## config.mk

```make
export PLATFORM = sky130hd
export DESIGN_NAME = scroll_text_buffer_flat
export DESIGN_NICKNAME = d
export VERILOG_FILES = /design/src/rtl/disp_pkg.sv /design/src/rtl/scroll_text_buffer_if.sv /design/src/rtl/scroll_text_buffer_step_prescaler.sv /design/src/rtl/scroll_text_buffer.sv /design/src/flat_wrapper.sv
export SDC_FILE = /design/constraint.sdc
export NUM_CORES = 1
export LEC_CHECK = 0
export ABC_CLOCK_PERIOD_IN_PS = 6900
export BUFFER_PORTS_ARGS = -buffer_cell sky130_fd_sc_hd__buf_2
export CORE_MARGIN = 2
export CORE_UTILIZATION = 52
export CTS_BUF_LIST = sky130_fd_sc_hd__clkbuf_8
export CTS_CLUSTER_DIAMETER = 40
export CTS_CLUSTER_SIZE = 10
export DETAILED_ROUTE_END_ITERATION = 12
export GPL_TIMING_DRIVEN = 0
export PLACE_DENSITY = 0.67
export SLEW_MARGIN = 0
export SYNTH_ARGS = -nofsm -noshare
export SYNTH_HDL_FRONTEND = slang
export SYNTH_SLANG_ARGS = --single-unit
```

## constraint.sdc

```tcl
create_clock -name fastclk -period 6.9 [get_ports fastclk]
set_input_delay 1.035 -clock fastclk [delete_from_list [all_inputs] [get_ports fastclk]]
set_output_delay 1.035 -clock fastclk [all_outputs]
set_load 0.01 [all_outputs]
```

## src/rtl/disp_pkg.sv

```systemverilog
// Shared display definitions: blank/digit segment codes and scroller state encoding.
package disp_pkg;

    localparam int unsigned SEG_W = 8;

    // Segment order {a,b,c,d,e,f,g,dp}, a in the MSB.
    localparam logic [SEG_W-1:0] SEG_BLANK = 8'h00;

    localparam logic [SEG_W-1:0] SEG_DIGIT [10] = '{
        8'hFC, 8'h60, 8'hDA, 8'hF2, 8'h66,
        8'hB6, 8'hBE, 8'hE0, 8'hFE, 8'hF6
    };

    typedef enum logic {
        ST_IDLE   = 1'b0,
        ST_SCROLL = 1'b1
    } state_e;

endpackage

```

## src/rtl/scroll_text_buffer_if.sv

```systemverilog
// Control/data bus between message writer / display mux and the scroll buffer.
interface scroll_text_buffer_if #(
    parameter int unsigned DEPTH  = 16,
    parameter int unsigned SEG_W  = 8,
    parameter int unsigned DIGITS = 4
);
    localparam int unsigned AW = $clog2(DEPTH);
    localparam int unsigned LW = AW + 1;

    logic                    wr_en;
    logic [AW-1:0]           wr_addr;
    logic [SEG_W-1:0]        wr_data;
    logic                    wr_ready;
    logic [LW-1:0]           msg_len;
    logic                    start;
    logic                    stop;
    logic                    busy;
    logic [DIGITS*SEG_W-1:0] window;
    logic [AW-1:0]           pos;
    logic                    wrap;

    modport master (
        output wr_en, wr_addr, wr_data, msg_len, start, stop,
        input  wr_ready, busy, window, pos, wrap
    );

    modport slave (
        input  wr_en, wr_addr, wr_data, msg_len, start, stop,
        output wr_ready, busy, window, pos, wrap
    );

endinterface

```

## src/rtl/scroll_text_buffer_step_prescaler.sv

```systemverilog
// Step prescaler: one-cycle step pulse every STEP_CYCLES enabled clocks.
module step_prescaler #(
    parameter int unsigned STEP_CYCLES = 50_000_000
) (
    input  logic fastclk,
    input  logic resetin,
    input  logic clr,
    input  logic en,
    output logic step_c
);
    localparam int unsigned CNT_W = (STEP_CYCLES > 1) ? $clog2(STEP_CYCLES) : 1;

    logic [CNT_W-1:0] cnt_q;
    logic [CNT_W-1:0] cnt_d;

    // Terminal count detection and next count value.
    always_comb begin
        step_c = en && !clr && (cnt_q == CNT_W'(STEP_CYCLES - 1));
        cnt_d  = cnt_q;
        if (clr) begin
            cnt_d = '0;
        end else if (step_c) begin
            cnt_d = '0;
        end else if (en) begin
            cnt_d = cnt_q + CNT_W'(1);
        end
    end

    // Counter register with synchronous active-low reset.
    always_ff @(posedge fastclk) begin
        if (!resetin) begin
            cnt_q <= '0;
        end else begin
            cnt_q <= cnt_d;
        end
    end

endmodule

```

## src/rtl/scroll_text_buffer.sv

```systemverilog
// Circular message store presenting a DIGITS-wide window that scrolls one character per step.
module scroll_text_buffer
    import disp_pkg::*;
#(
    parameter int unsigned DEPTH       = 16,
    parameter int unsigned SEG_W       = disp_pkg::SEG_W,
    parameter int unsigned DIGITS      = 4,
    parameter int unsigned STEP_CYCLES = 50_000_000
) (
    input  logic                 fastclk,
    input  logic                 resetin,
    scroll_text_buffer_if.slave  bus
);
    localparam int unsigned AW = $clog2(DEPTH);
    localparam int unsigned LW = AW + 1;
    localparam int unsigned WW = DIGITS * SEG_W;

    state_e            state_q, state_d;
    logic [SEG_W-1:0]  mem_q [DEPTH];
    logic [SEG_W-1:0]  mem_d [DEPTH];
    logic [LW-1:0]     len_q, len_d;
    logic [AW-1:0]     pos_q, pos_d;
    logic [WW-1:0]     window_q, window_d;
    logic              wrap_q, wrap_d;
    logic              busy_q, busy_d;
    logic              wr_ready_q, wr_ready_d;

    logic              start_acc_c;
    logic              clr_c;
    logic              step_c;

    assign start_acc_c = bus.start && !bus.stop && (state_q == ST_IDLE);
    assign clr_c       = bus.stop || start_acc_c;

    step_prescaler #(
        .STEP_CYCLES (STEP_CYCLES)
    ) u_step (
        .fastclk (fastclk),
        .resetin (resetin),
        .clr     (clr_c),
        .en      (state_q == ST_SCROLL),
        .step_c  (step_c)
    );

    // Next state, length capture, position advance and wrap pulse.
    always_comb begin
        state_d = state_q;
        len_d   = len_q;
        pos_d   = pos_q;
        wrap_d  = 1'b0;
        if (bus.stop) begin
            state_d = ST_IDLE;
            pos_d   = '0;
        end else if (start_acc_c) begin
            state_d = ST_SCROLL;
            pos_d   = '0;
            if (bus.msg_len < LW'(DIGITS)) begin
                len_d = LW'(DIGITS);
            end else if (bus.msg_len > LW'(DEPTH)) begin
                len_d = LW'(DEPTH);
            end else begin
                len_d = bus.msg_len;
            end
        end else if ((state_q == ST_SCROLL) && step_c) begin
            if (LW'(pos_q) == len_q - LW'(1)) begin
                pos_d  = '0;
                wrap_d = 1'b1;
            end else begin
                pos_d = pos_q + AW'(1);
            end
        end
        busy_d     = (state_d == ST_SCROLL);
        wr_ready_d = (state_d == ST_IDLE);
    end

    // Message writes are accepted only while idle.
    always_comb begin
        mem_d = mem_q;
        if ((state_q == ST_IDLE) && bus.wr_en) begin
            mem_d[bus.wr_addr] = bus.wr_data;
        end
    end

    // Window lags pos by one clock; index wraps with a single subtract of len.
    always_comb begin
        logic [LW-1:0] idx;
        window_d = '0;
        idx      = '0;
        if ((state_q == ST_SCROLL) && !bus.stop) begin
            for (int unsigned k = 0; k < DIGITS; k++) begin
                idx = LW'(pos_q) + LW'(k);
                if (idx >= len_q) begin
                    idx = idx - len_q;
                end
                window_d[(DIGITS-1-k)*SEG_W +: SEG_W] = mem_q[idx[AW-1:0]];
            end
        end
    end

    // State and output registers with synchronous active-low reset.
    always_ff @(posedge fastclk) begin
        if (!resetin) begin
            state_q    <= ST_IDLE;
            len_q      <= LW'(DIGITS);
            pos_q      <= '0;
            window_q   <= '0;
            wrap_q     <= 1'b0;
            busy_q     <= 1'b0;
            wr_ready_q <= 1'b1;
            for (int unsigned i = 0; i < DEPTH; i++) begin
                mem_q[i] <= SEG_W'(SEG_BLANK);
            end
        end else begin
            state_q    <= state_d;
            len_q      <= len_d;
            pos_q      <= pos_d;
            window_q   <= window_d;
            wrap_q     <= wrap_d;
            busy_q     <= busy_d;
            wr_ready_q <= wr_ready_d;
            mem_q      <= mem_d;
        end
    end

    assign bus.window   = window_q;
    assign bus.pos      = pos_q;
    assign bus.wrap     = wrap_q;
    assign bus.busy     = busy_q;
    assign bus.wr_ready = wr_ready_q;

endmodule

```

## src/flat_wrapper.sv

```systemverilog
// flat-port wrapper written by rule: the top's interface ports become plain ports
module scroll_text_buffer_flat import disp_pkg::*;
#(
    parameter int unsigned DEPTH       = 16,
    parameter int unsigned SEG_W       = disp_pkg::SEG_W,
    parameter int unsigned DIGITS      = 4,
    parameter int unsigned STEP_CYCLES = 50_000_000
)
  (fastclk, resetin, bus_wr_en, bus_wr_addr, bus_wr_data, bus_msg_len, bus_start, bus_stop, bus_wr_ready, bus_busy, bus_window, bus_pos, bus_wrap);
  scroll_text_buffer_if #(.DEPTH(DEPTH), .SEG_W(SEG_W), .DIGITS(DIGITS)) bus_i ();
  input  logic fastclk;
  input  logic resetin;
  input wire logic [$bits(bus_i.wr_en)-1:0] bus_wr_en;
  input wire logic [$bits(bus_i.wr_addr)-1:0] bus_wr_addr;
  input wire logic [$bits(bus_i.wr_data)-1:0] bus_wr_data;
  input wire logic [$bits(bus_i.msg_len)-1:0] bus_msg_len;
  input wire logic [$bits(bus_i.start)-1:0] bus_start;
  input wire logic [$bits(bus_i.stop)-1:0] bus_stop;
  output wire logic [$bits(bus_i.wr_ready)-1:0] bus_wr_ready;
  output wire logic [$bits(bus_i.busy)-1:0] bus_busy;
  output wire logic [$bits(bus_i.window)-1:0] bus_window;
  output wire logic [$bits(bus_i.pos)-1:0] bus_pos;
  output wire logic [$bits(bus_i.wrap)-1:0] bus_wrap;
  assign bus_i.wr_en = bus_wr_en;
  assign bus_i.wr_addr = bus_wr_addr;
  assign bus_i.wr_data = bus_wr_data;
  assign bus_i.msg_len = bus_msg_len;
  assign bus_i.start = bus_start;
  assign bus_i.stop = bus_stop;
  assign bus_wr_ready = bus_i.wr_ready;
  assign bus_busy = bus_i.busy;
  assign bus_window = bus_i.window;
  assign bus_pos = bus_i.pos;
  assign bus_wrap = bus_i.wrap;
  scroll_text_buffer #(.DEPTH(DEPTH), .SEG_W(SEG_W), .DIGITS(DIGITS), .STEP_CYCLES(STEP_CYCLES)) u_core (.fastclk(fastclk), .resetin(resetin), .bus(bus_i));
endmodule
```

* Word-level counts from Yosys, hierarchy flattened
Cells that the tools add are included.
** Storage, ports and cells
- Register bits after elaboration :: 198
- Bits of input ports :: 22
- Output and inout bits :: 39
** Cells by class
- Multiplexer cells :: 29
- Bitwise operators :: 10
- Eq/ne operators :: 2
- $lt $le $gt $ge :: 12
- Add/subtract/negate cells :: 10
- Reductions and logical operators :: 16
** Operator list (number)
- binary-select mux 8 bit (select 4 bit) :: 4
- bitwise mux 128 bit :: 1
- 2-to-1 mux 8 bit :: 9
- 2-to-1 mux 4 bit :: 9
- demux 8 bit (select 4 bit) :: 1
- adder 26 x 1 -> 26 bit, second input constant :: 1
- == test 26 bit, second input constant :: 1
- >= comparator 5 bit, second input constant :: 5
- NOT 4 -> 5 bit :: 5
- subtractor 4 bit :: 4
- >= comparator 5 bit :: 3
- adder 4 x 2 -> 5 bit, second input constant :: 2
- 2-to-1 mux 5 bit :: 2
- logical AND 1 bit :: 8
- OR reduction 3 bit :: 2
- adder 4 x 1 -> 5 bit, second input constant :: 1
- == test 4 x 5 -> 1 bit :: 1
- >= comparator 4 x 5 -> 1 bit :: 1
- greater-than comparator 5 bit, second input constant :: 1
- < comparator 5 x 1 -> 1 bit, second input constant :: 1
- < comparator 5 x 3 -> 1 bit, second input constant :: 1
- NOT 1 bit :: 5
- subtractor 5 x 1 -> 5 bit, second input constant :: 1
- adder 4 x 1 -> 4 bit, second input constant :: 1
- other kinds (5) :: 9

* Depth between registers and ports, before layout
Gate-level depths: netlist of run 1.
- Word-level depth :: 10
- Depth in mapped cells :: 15
- Gate-level depth less buffers :: 12

* Hierarchy
Synthesis of run 1 repeated with hierarchy kept, for this count alone.
** Unflattened totals
- Cell total of the unflattened synthesis :: 1516
- Area total of the unflattened synthesis :: 13011.2 um^2
** By module, submodules not included
- scroll_text_buffer :: sequential area each 3443.3 um^2, area an instance 11642.4 um^2, instances 1, cells an instance 1353
- step_prescaler :: sequential area each 520.5 um^2, area an instance 1368.8 um^2, instances 1, cells an instance 163

* Least setup slack after synthesis of run 1
No wires, ideal clock.
- Path kind :: register to register
- Start point :: reg u_core.pos_q[1], in the netlist u_core.bus.pos[1]
- End point :: reg u_core.window_q[3], in the netlist u_core.bus.window[3]
- Clock period less this slack :: 3.430 ns
- Required time :: 6.760 ns
- Setup time :: 0.140 ns
- Cell stages (with the launch flop) :: 13
- Setup slack :: 3.470 ns
- Buffers on the path :: 1
- Data arrival time :: 3.290 ns
- Cell sequence :: dfxtp_1 -> inv_1 -> ha_1 -> clkinv_1 -> ha_1 -> nand2_1 -> o21a_1 -> o21ai_1 -> mux2i_1 -> clkbuf_1 -> a22oi_1 -> nand2_1 -> o22ai_1
** On the way
- Word-level cells in the longest chain between the ends :: 8
** RTL lines
- start, declared :: RTL line scroll_text_buffer.sv:22 : logic [AW-1:0] pos_q, pos_d;
- start signal, assigned :: RTL line scroll_text_buffer.sv:116 : pos_q <= pos_d;
- adder 4 x 2 -> 5 bit (*) :: RTL line scroll_text_buffer.sv:91 : idx = LW'(pos_q) + LW'(k);
- subtractor 4 bit / >= comparator 5 bit (equally long branches) :: RTL line scroll_text_buffer.sv:93, scroll_text_buffer.sv:92
- 2-to-1 mux 4 bit (*) :: RTL line scroll_text_buffer.sv:92 : if (idx >= len_q) begin
- 2-to-1 mux 4 bit (*) :: RTL line scroll_text_buffer.sv:89 : if ((state_q == ST_SCROLL) && !bus.stop) begin
- NOT 4 -> 5 bit (not written as such) (*) :: RTL line scroll_text_buffer.sv:95 : window_d[(DIGITS-1-k)*SEG_W +: SEG_W] = mem_q[idx[AW-1:0]];
- binary-select mux 8 bit (select 4 bit) (*) :: RTL line scroll_text_buffer.sv:95
- 2-to-1 mux 8 bit (not written as such) (*) (2 in a row) :: RTL line scroll_text_buffer.sv:95
- end signal, assigned :: RTL line scroll_text_buffer.sv:117 : window_q <= window_d;
- end, declared :: RTL line scroll_text_buffer.sv:23 : logic [WW-1:0] window_q, window_d;
Every way passes the cells marked *; elsewhere a longest branch is shown, timed or not. The select of a mux whose other input is x is not followed.
A chain may end at the register's enable or synchronous reset.

* Worst setup path in the final report of run 1
- Start point :: reg u_core.pos_q[0], in the netlist u_core.bus.pos[0]
- End point :: reg u_core.window_q[6], in the netlist u_core.bus.window[6]
Same word-level chain as after synthesis.

==> flow_summary.json, run 1 <==
{
  "synth.yosys.warnings": 0,
  "endpoint": "u_core.bus.window[6]$_SDFF_PN0_",
  "setup_viol": 0,
  "fin_skew_ns": 0.03202,
  "post_cts_resized": 0,
  "die_area_um2": 26880,
  "r2r_start": "u_core.bus.pos[0]$_SDFFE_PP0P_",
  "min_path_type": "reg2reg",
  "synth-seq-area-share": 0.2979,
  "finalCritPeriodShare": 0.7289,
  "avgSynthCellArea_um2": 8.006,
  "synth_area_um2": 13310,
  "dp_slack_ns": 2.053,
  "clk_pin_slew_worst_paths_ns": 0.14,
  "cp-start-kind": "flip-flop",
  "violations": "max-capacitance violations, max-slew violations",
  "cts.sinks": 198,
  "setup_ws_ns": 1.871,
  "r2r-end": "u_core.bus.window[6]$_SDFF_PN0_",
  "synth_top_cell_by_area": "dfxtp_1",
  "hold_violations": 0,
  "synth.net_count": 1711,
  "diodes": 0,
  "num-nets-final": 1790,
  "tightestPinTransition_ns": 1.595,
  "async_flop_share": 0,
  "synthCells": 1662,
  "yosysTopAreaCellShare": 0.2979,
  "clockBufferDepth": 2,
  "cts-buffers-inserted": 17,
  "power_uw": 2331,
  "worstSetupPathType": "reg2reg",
  "status": "finished with violations",
  "cts_root_buffer": "clkbuf_8",
  "hold_buffers": 0,
  "grt_pass1_vias": 12086,
  "grt_overflow": 0,
  "portBuffers": 59,
  "rsz0062_at_grt": "no",
  "grt_use_total": 0.3900,
  "cp-end-kind": "flip-flop",
  "cts_max_level": 4,
  "dp_hpwl_mm": 41.55,
  "crit_arrival_ns": 5.37,
  "drive_gt1_frac": 0.09920,
  "drv_cap": 2,
  "wl_mm": 53.10,
  "rows": 58,
  "grt_pass1_wl_mm": 77.09,
  "cp.required_ns": 7.24,
  "coreArea_um2": 25180,
  "fin_crit_ns": 5.029,
  "drt_pre_antenna_iters": 7,
  "p_leak_uw": 0.006088,
  "cellPowerDensity_nw_per_um2": 161.2,
  "max_freq_ghz": 0.1988,
  "synth.top_cells.by_area": "dfxtp_1 30%, mux2i_1 15%, nand3_1 8.2%",
  "antenna_found_initial": 0,
  "grt_max_degree": 22,
  "ys_ff_latch": 198,
  "ff2ff_path_depth": 13,
  "crit_fanout": 10,
  "gp_congestion": 1.037,
  "drt_iter0_drc": 1828,
  "synth_cell_types": 70,
  "dieHeight_um": 164.0,
  "r2r_slack_ns": 1.87,
  "initial_core_util": 0.5284,
  "totalNegativeSetupSlack_ns": 0,
  "die_x_um": 164.0,
  "insertion_delay_ns": 0.50,
  "synthTopCellsByCount": "218 x nand3_1, 198 x dfxtp_1, 195 x mux2i_1",
  "synth-main-ff-cell": "dfxtp_1",
  "postCtsSetupBuffers": 0,
  "ir_worst_vdd_mv": 0.1138,
  "synth_edf_count": 0,
  "crit_start": "u_core.bus.pos[0]$_SDFFE_PP0P_",
  "ios": 61,
  "ant_nets": 0,
  "viasPerCell": 6.492,
  "cts_tree": "yes",
  "drc": 0,
  "vias": 13530,
  "finalMaxSlewViolations": 9,
  "synth.most_common_cell": "nand3_1",
  "wl_per_cell_um": 25.48,
  "areaGrowthSynthToFinish_pct": 8.651,
  "relSlewSlack": -0.06944
}
[metal layers]
layer / global-route usage / up-vias / routed length [µm]
met5: 0 / - / 0
met4: 0.1268 / 0 / 1751
li1: - / 6152 / -
met1: 0.5661 / 6425 / 22480
met2: 0.5554 / 831 / 21580
met3: 0.1063 / 122 / 7294
[cells in the final DEF (no fill, tap or decap), types with 31 or more instances in the layout]
master and n:
mux2i_1 195, nand3_1 218, nor2_1 58, o22ai_1 32, a22oi_1 31, dfxtp_1 198, buf_2 93, nand2_1 184
nor2b_1 137, a211oi_1 56, o21ai_0 70, clkbuf_1 77, and3_1 87
[flip-flops by register name (all words and copies together) (netlist names)]
| signal | flops |
|---|---|
| u_core.bus.window | 32 |
| u_core.bus.wr_ready | 1 |
| u_core.state_q | 1 |
| u_core.mem_q | 128 |
| u_core.u_step.cnt_q | 26 |
| u_core.bus.wrap | 1 |
| u_core.bus.pos | 4 |
| u_core.len_q | 5 |
[per-stage QoR]
step           hold slack, ns  utilization  cells  cell area (µm²)
2_1_floorplan          0.4711            -   1662            13310
3_3_place_gp           0.4922       0.5565   2051            14010
3_5_place_dp           0.5010       0.5575   2052            14040
4_1_cts                0.5381       0.5741   2084            14460
5_1_grt                0.5603       0.5741   2084            14460
6_report               0.5370       0.5741   2084            14460
[cells by family after synthesis]
family	share of synthesized area
AO/OA/AOI/OAI	0.1340
XOR/XNOR	0.02633
adder cells (fa/ha/maj)	0.02765
buffers and inverters	0.04683
flip-flops	0.2979
multiplexers	0.1690
AND/OR/NAND/NOR	0.2984
[layout make-up]
| class | count | area, µm² |
|---|---|---|
| buffer | 123 | 540.5 |
| clock buffer | 18 | 247.7 |
| clock inverter | 14 | 171.4 |
| fill | 2390 | 10720 |
| inverter | 22 | 82.58 |
| multi-input combinational | 1319 | 8728 |
| sequential | 198 | 3964 |
| tap | 330 | 412.9 |
| timing repair buffer | 60 | 310.3 |
[power by group]
part	internal, µW	total, µW	switching (µW)
registers	1150	1180	25.2
logic	114	330	216
clock network	291	821	530
total	1560	2330	772
[worst max-delay path: stages, from the launching register on]
cell and delay, ns:
dfxtp_1 0.54, buf_2 0.34, inv_1 0.20, ha_1 0.43, clkinv_1 0.32, ha_1 0.42, nand2_1 0.07, o21a_1 0.21
o21ai_1 0.37, mux2i_1 0.90, clkbuf_1 0.58, a22oi_1 0.19, nand2_1 0.20, o22ai_1 0.10
[worst min-delay path by stage]
stage | start | endpoint | slack (ns) | cells after the start
finish | u_core.u_step.cnt_q[25]$_SDFFE_PP0P_ | u_core.u_step.cnt_q[25]$_SDFFE_PP0P_ | 0.54 | 2
floorplan | u_core.u_step.cnt_q[23]$_SDFFE_PP0P_ | u_core.u_step.cnt_q[23]$_SDFFE_PP0P_ | 0.47 | 2
detailed placement | u_core.u_step.cnt_q[23]$_SDFFE_PP0P_ | u_core.u_step.cnt_q[23]$_SDFFE_PP0P_ | 0.50 | 2
global placement | u_core.u_step.cnt_q[23]$_SDFFE_PP0P_ | u_core.u_step.cnt_q[23]$_SDFFE_PP0P_ | 0.49 | 2
global route | u_core.u_step.cnt_q[25]$_SDFFE_PP0P_ | u_core.u_step.cnt_q[25]$_SDFFE_PP0P_ | 0.56 | 2
CTS | u_core.u_step.cnt_q[23]$_SDFFE_PP0P_ | u_core.u_step.cnt_q[23]$_SDFFE_PP0P_ | 0.54 | 2
Note: power is estimated with default switching activity, not from simulation.
==> run 2: changes to the inputs <==
--- a/config.mk
+++ b/config.mk
@@ -5,7 +5,8 @@
 export SDC_FILE = /design/constraint.sdc
 export NUM_CORES = 1
 export LEC_CHECK = 0
-export ABC_CLOCK_PERIOD_IN_PS = 6900
+export ABC_AREA = 1
+export ABC_CLOCK_PERIOD_IN_PS = 5200
 export BUFFER_PORTS_ARGS = -buffer_cell sky130_fd_sc_hd__buf_2
 export CORE_MARGIN = 2
 export CORE_UTILIZATION = 52
==> constraint.sdc (replaced) <==
create_clock -name fastclk -period 5.2 [get_ports fastclk]
set_input_delay 0.78 -clock fastclk [delete_from_list [all_inputs] [get_ports fastclk]]
set_output_delay 0.78 -clock fastclk [all_outputs]
set_load 0.01 [all_outputs]
==> flow_summary.json, run 2 <==
{
  "synth.top_cells.by_area": "dfxtp_1 30%, nand3_1 20%, nand2_1 16%",
  "hold_violations": 0,
  "worstSetupPathType": "reg2reg",
  "synth.yosys.warnings": 0,
  "drt_pre_antenna_iters": 6,
  "synth_top_cell_by_area": "dfxtp_1",
  "synth-adder-area-share": 0.02807,
  "yosys.area_share.simple": 0.4096,
  "path_cells": "inv_1 -> ha_1 -> a21oi_1 -> xor2_1 -> inv_1 -> ha_1 -> nand2_1 -> inv_1 -> nand2_1 -> nand3_4 -> o21ai_2 -> inv_1 -> buf_2 -> nand3_1 -> nand3_1 -> a21oi_1",
  "final_common_cell": "nand2_1",
  "postCtsSetupBuffers": 0,
  "cellPowerDensity_nw_per_um2": 272.3,
  "num-nets-final": 2252,
  "cp.required_ns": 5.62,
  "critical-path-max-stage-delay_ns": 0.72,
  "ant_nets": 0,
  "p_leak_uw": 0.006504,
  "crit_fanout": 10,
  "async_flop_share": 0,
  "grt_overflow": 0,
  "totalNegativeSetupSlack_ns": 0,
  "cp-start-kind": "flip-flop",
  "mostFrequentLayoutCells": "551 x nand2_1, 527 x nand3_1, 200 x inv_1",
  "cts_tree": "yes",
  "rsz0062_at_grt": "no",
  "synth_xor_xnor_area_share": 0.01804,
  "initial_core_util": 0.5250,
  "clk_pin_slew_worst_paths_ns": 0.13,
  "wl_mm": 61.53,
  "drive_gt1_frac": 0.09251,
  "cp-end-kind": "flip-flop",
  "drv_cap": 0,
  "drt_iter0_drc": 2568,
  "antenna_found_initial": 0,
  "dp_hpwl_mm": 47.61,
  "cts_max_level": 4,
  "grt_pass1_wl_mm": 89.27,
  "cts.sinks": 198,
  "setup_viol": 0,
  "synth_area_um2": 13110,
  "relSlewSlack": 0.3100,
  "min_path_type": "reg2reg",
  "dieHeight_um": 162.8,
  "synth_mux_area_frac": 0,
  "clockBufferDepth": 2,
  "fin_hold_ws_ns": 0.4802,
  "synth_edf_count": 0,
  "cp_common_cell": "inv_1",
  "tightestPinTransition_ns": 1.028,
  "rows": 58,
  "synth-main-ff-cell": "dfxtp_1",
  "synth_compound_area_frac": 0.1361,
  "gp_congestion": 1.117,
  "portBuffers": 60,
  "synth-seq-area-share": 0.3025,
  "die_area_um2": 26490,
  "wl_per_cell_um": 24.17,
  "synth.net_count": 2173,
  "synth_cell_types": 42,
  "grt_pass1_vias": 14230,
  "finalMaxSlewViolations": 0,
  "synth_top_family_by_area": "simple AND/OR/NAND/NOR gates",
  "yosysTopAreaCellShare": 0.3025,
  "grt_use_total": 0.4573,
  "synth.most_common_cell": "nand2_1",
  "ir_worst_vdd_mv": 0.1865,
  "avgSynthCellArea_um2": 6.170,
  "largest_register": "u_core.mem_q",
  "synthCells": 2124,
  "largest_reg_flops": 128,
  "die_x_um": 162.8,
  "cts_root_buffer": "clkbuf_8",
  "cts-buffers-inserted": 17,
  "ios": 61,
  "areaGrowthSynthToFinish_pct": 8.612,
  "fin_crit_ns": 4.174,
  "vias": 16105,
  "drc": 0,
  "viasPerCell": 6.326,
  "coreArea_um2": 24960,
  "diodes": 0,
  "insertion_delay_ns": 0.50,
  "hold_buffers": 0,
  "crit_arrival_ns": 4.59,
  "fin_skew_ns": 0.02761,
  "post_cts_resized": 0,
  "finalCritPeriodShare": 0.8028,
  "status": "finished, final reports clean",
  "grt_max_degree": 21,
  "crit_slowest_cell": "dfxtp_1",
  "ys_ff_latch": 198,
  "synthTopCellsByCount": "551 x nand2_1, 527 x nand3_1, 200 x inv_1",
  "max_freq_ghz": 0.2396
}
-- run 2: cell types whose count changed after synthesis, sizes merged, moves of 31 or more --
cell / before / now
nor2b: 138 / 0
a211oi: 57 / 2
nand2: 185 / 563
a21oi: 16 / 181
nand3: 218 / 534
mux2i: 198 / 0
o21ai: 75 / 153
and3: 87 / 2
buf: 44 / 76
a22oi: 31 / 0
inv: 21 / 205
-- run 2: cells by family (layout without fill, tap and decap cells) --
family,count (synthesis),in the layout
compound gates,343,343
xor+xnor,27,27
fa+ha+maj,27,27
buf+inv,336,428
flops,198,198
simple gates,1193,1193
-- run 2: final cells by class --
class,count,area (µm²)
Sequential cell,198,3964
Buffer,131,610.6
Fill cell,2468,10730
Timing Repair Buffer,60,300.3
Clock buffer,17,234.0
Multi-Input combinational cell,1590,7756
Tap cell,330,412.9
Clock inverter,15,181.4
Inverter,205,774.5
-- run 2: where the power goes --
part	total, µW	internal (µW)	switching [µW]
clock	1080	408	675
combinational	1240	340	900
sequential	1550	1540	9.55
total	3880	2290	1580
-- run 2: path summary, 6_finish.rpt --
| check | start | endpoint | slack (ns) | depth (start not counted) |
|---|---|---|---|---|
| hold / removal | u_core.u_step.cnt_q[5]$_SDFFE_PP0P_ | u_core.u_step.cnt_q[5]$_SDFFE_PP0P_ | 0.48 | 2 |
| hold reg to reg | u_core.u_step.cnt_q[5]$_SDFFE_PP0P_ | u_core.u_step.cnt_q[5]$_SDFFE_PP0P_ | 0.48 | 2 |
| setup reg to reg | u_core.bus.pos[1]$_SDFFE_PP0P_ | u_core.bus.window[3]$_SDFF_PN0_ | 1.03 | 16 |
| setup / recovery | u_core.bus.pos[1]$_SDFFE_PP0P_ | u_core.bus.window[3]$_SDFF_PN0_ | 1.03 | 16 |
-- run 2: critical path, delay by kind of cell, from the launching register on --
| family | cells | cell delay, ns |
|---|---|---|
| AND/OR/NAND/NOR | 5 | 0.71 |
| AO/OA/AOI/OAI | 3 | 0.93 |
| adder cells (fa/ha/maj) | 2 | 0.59 |
| XOR/XNOR | 1 | 0.15 |
| flip-flops | 1 | 0.72 |
| buffers and inverters | 5 | 1.00 |
-- run 2: metrics by stage --
step / cell area [µm²] / total power [µW] / utilization / instances / setup WS [ns]
global route: 14230 / 3993 / 0.5702 / 2546 / 0.8166
detailed placement: 13820 / 2754 / 0.5535 / 2514 / 1.217
CTS: 14230 / 3786 / 0.5702 / 2546 / 1.170
global placement: 13820 / 2746 / 0.5535 / 2514 / 1.254
finish: 14230 / 3875 / 0.5702 / 2546 / 1.026
floorplan: 13110 / 2370 / - / 2124 / 2.228
-- run 2: metal layers --
metal | up-vias | global-route usage | part of all wire
met5 | - | 0 | 0
met4 | 0 | 0.2192 | 0.057
met3 | 229 | 0.1240 | 0.16
met2 | 1327 | 0.6695 | 0.40
met1 | 7321 | 0.6222 | 0.38
li1 | 7228 | - | -
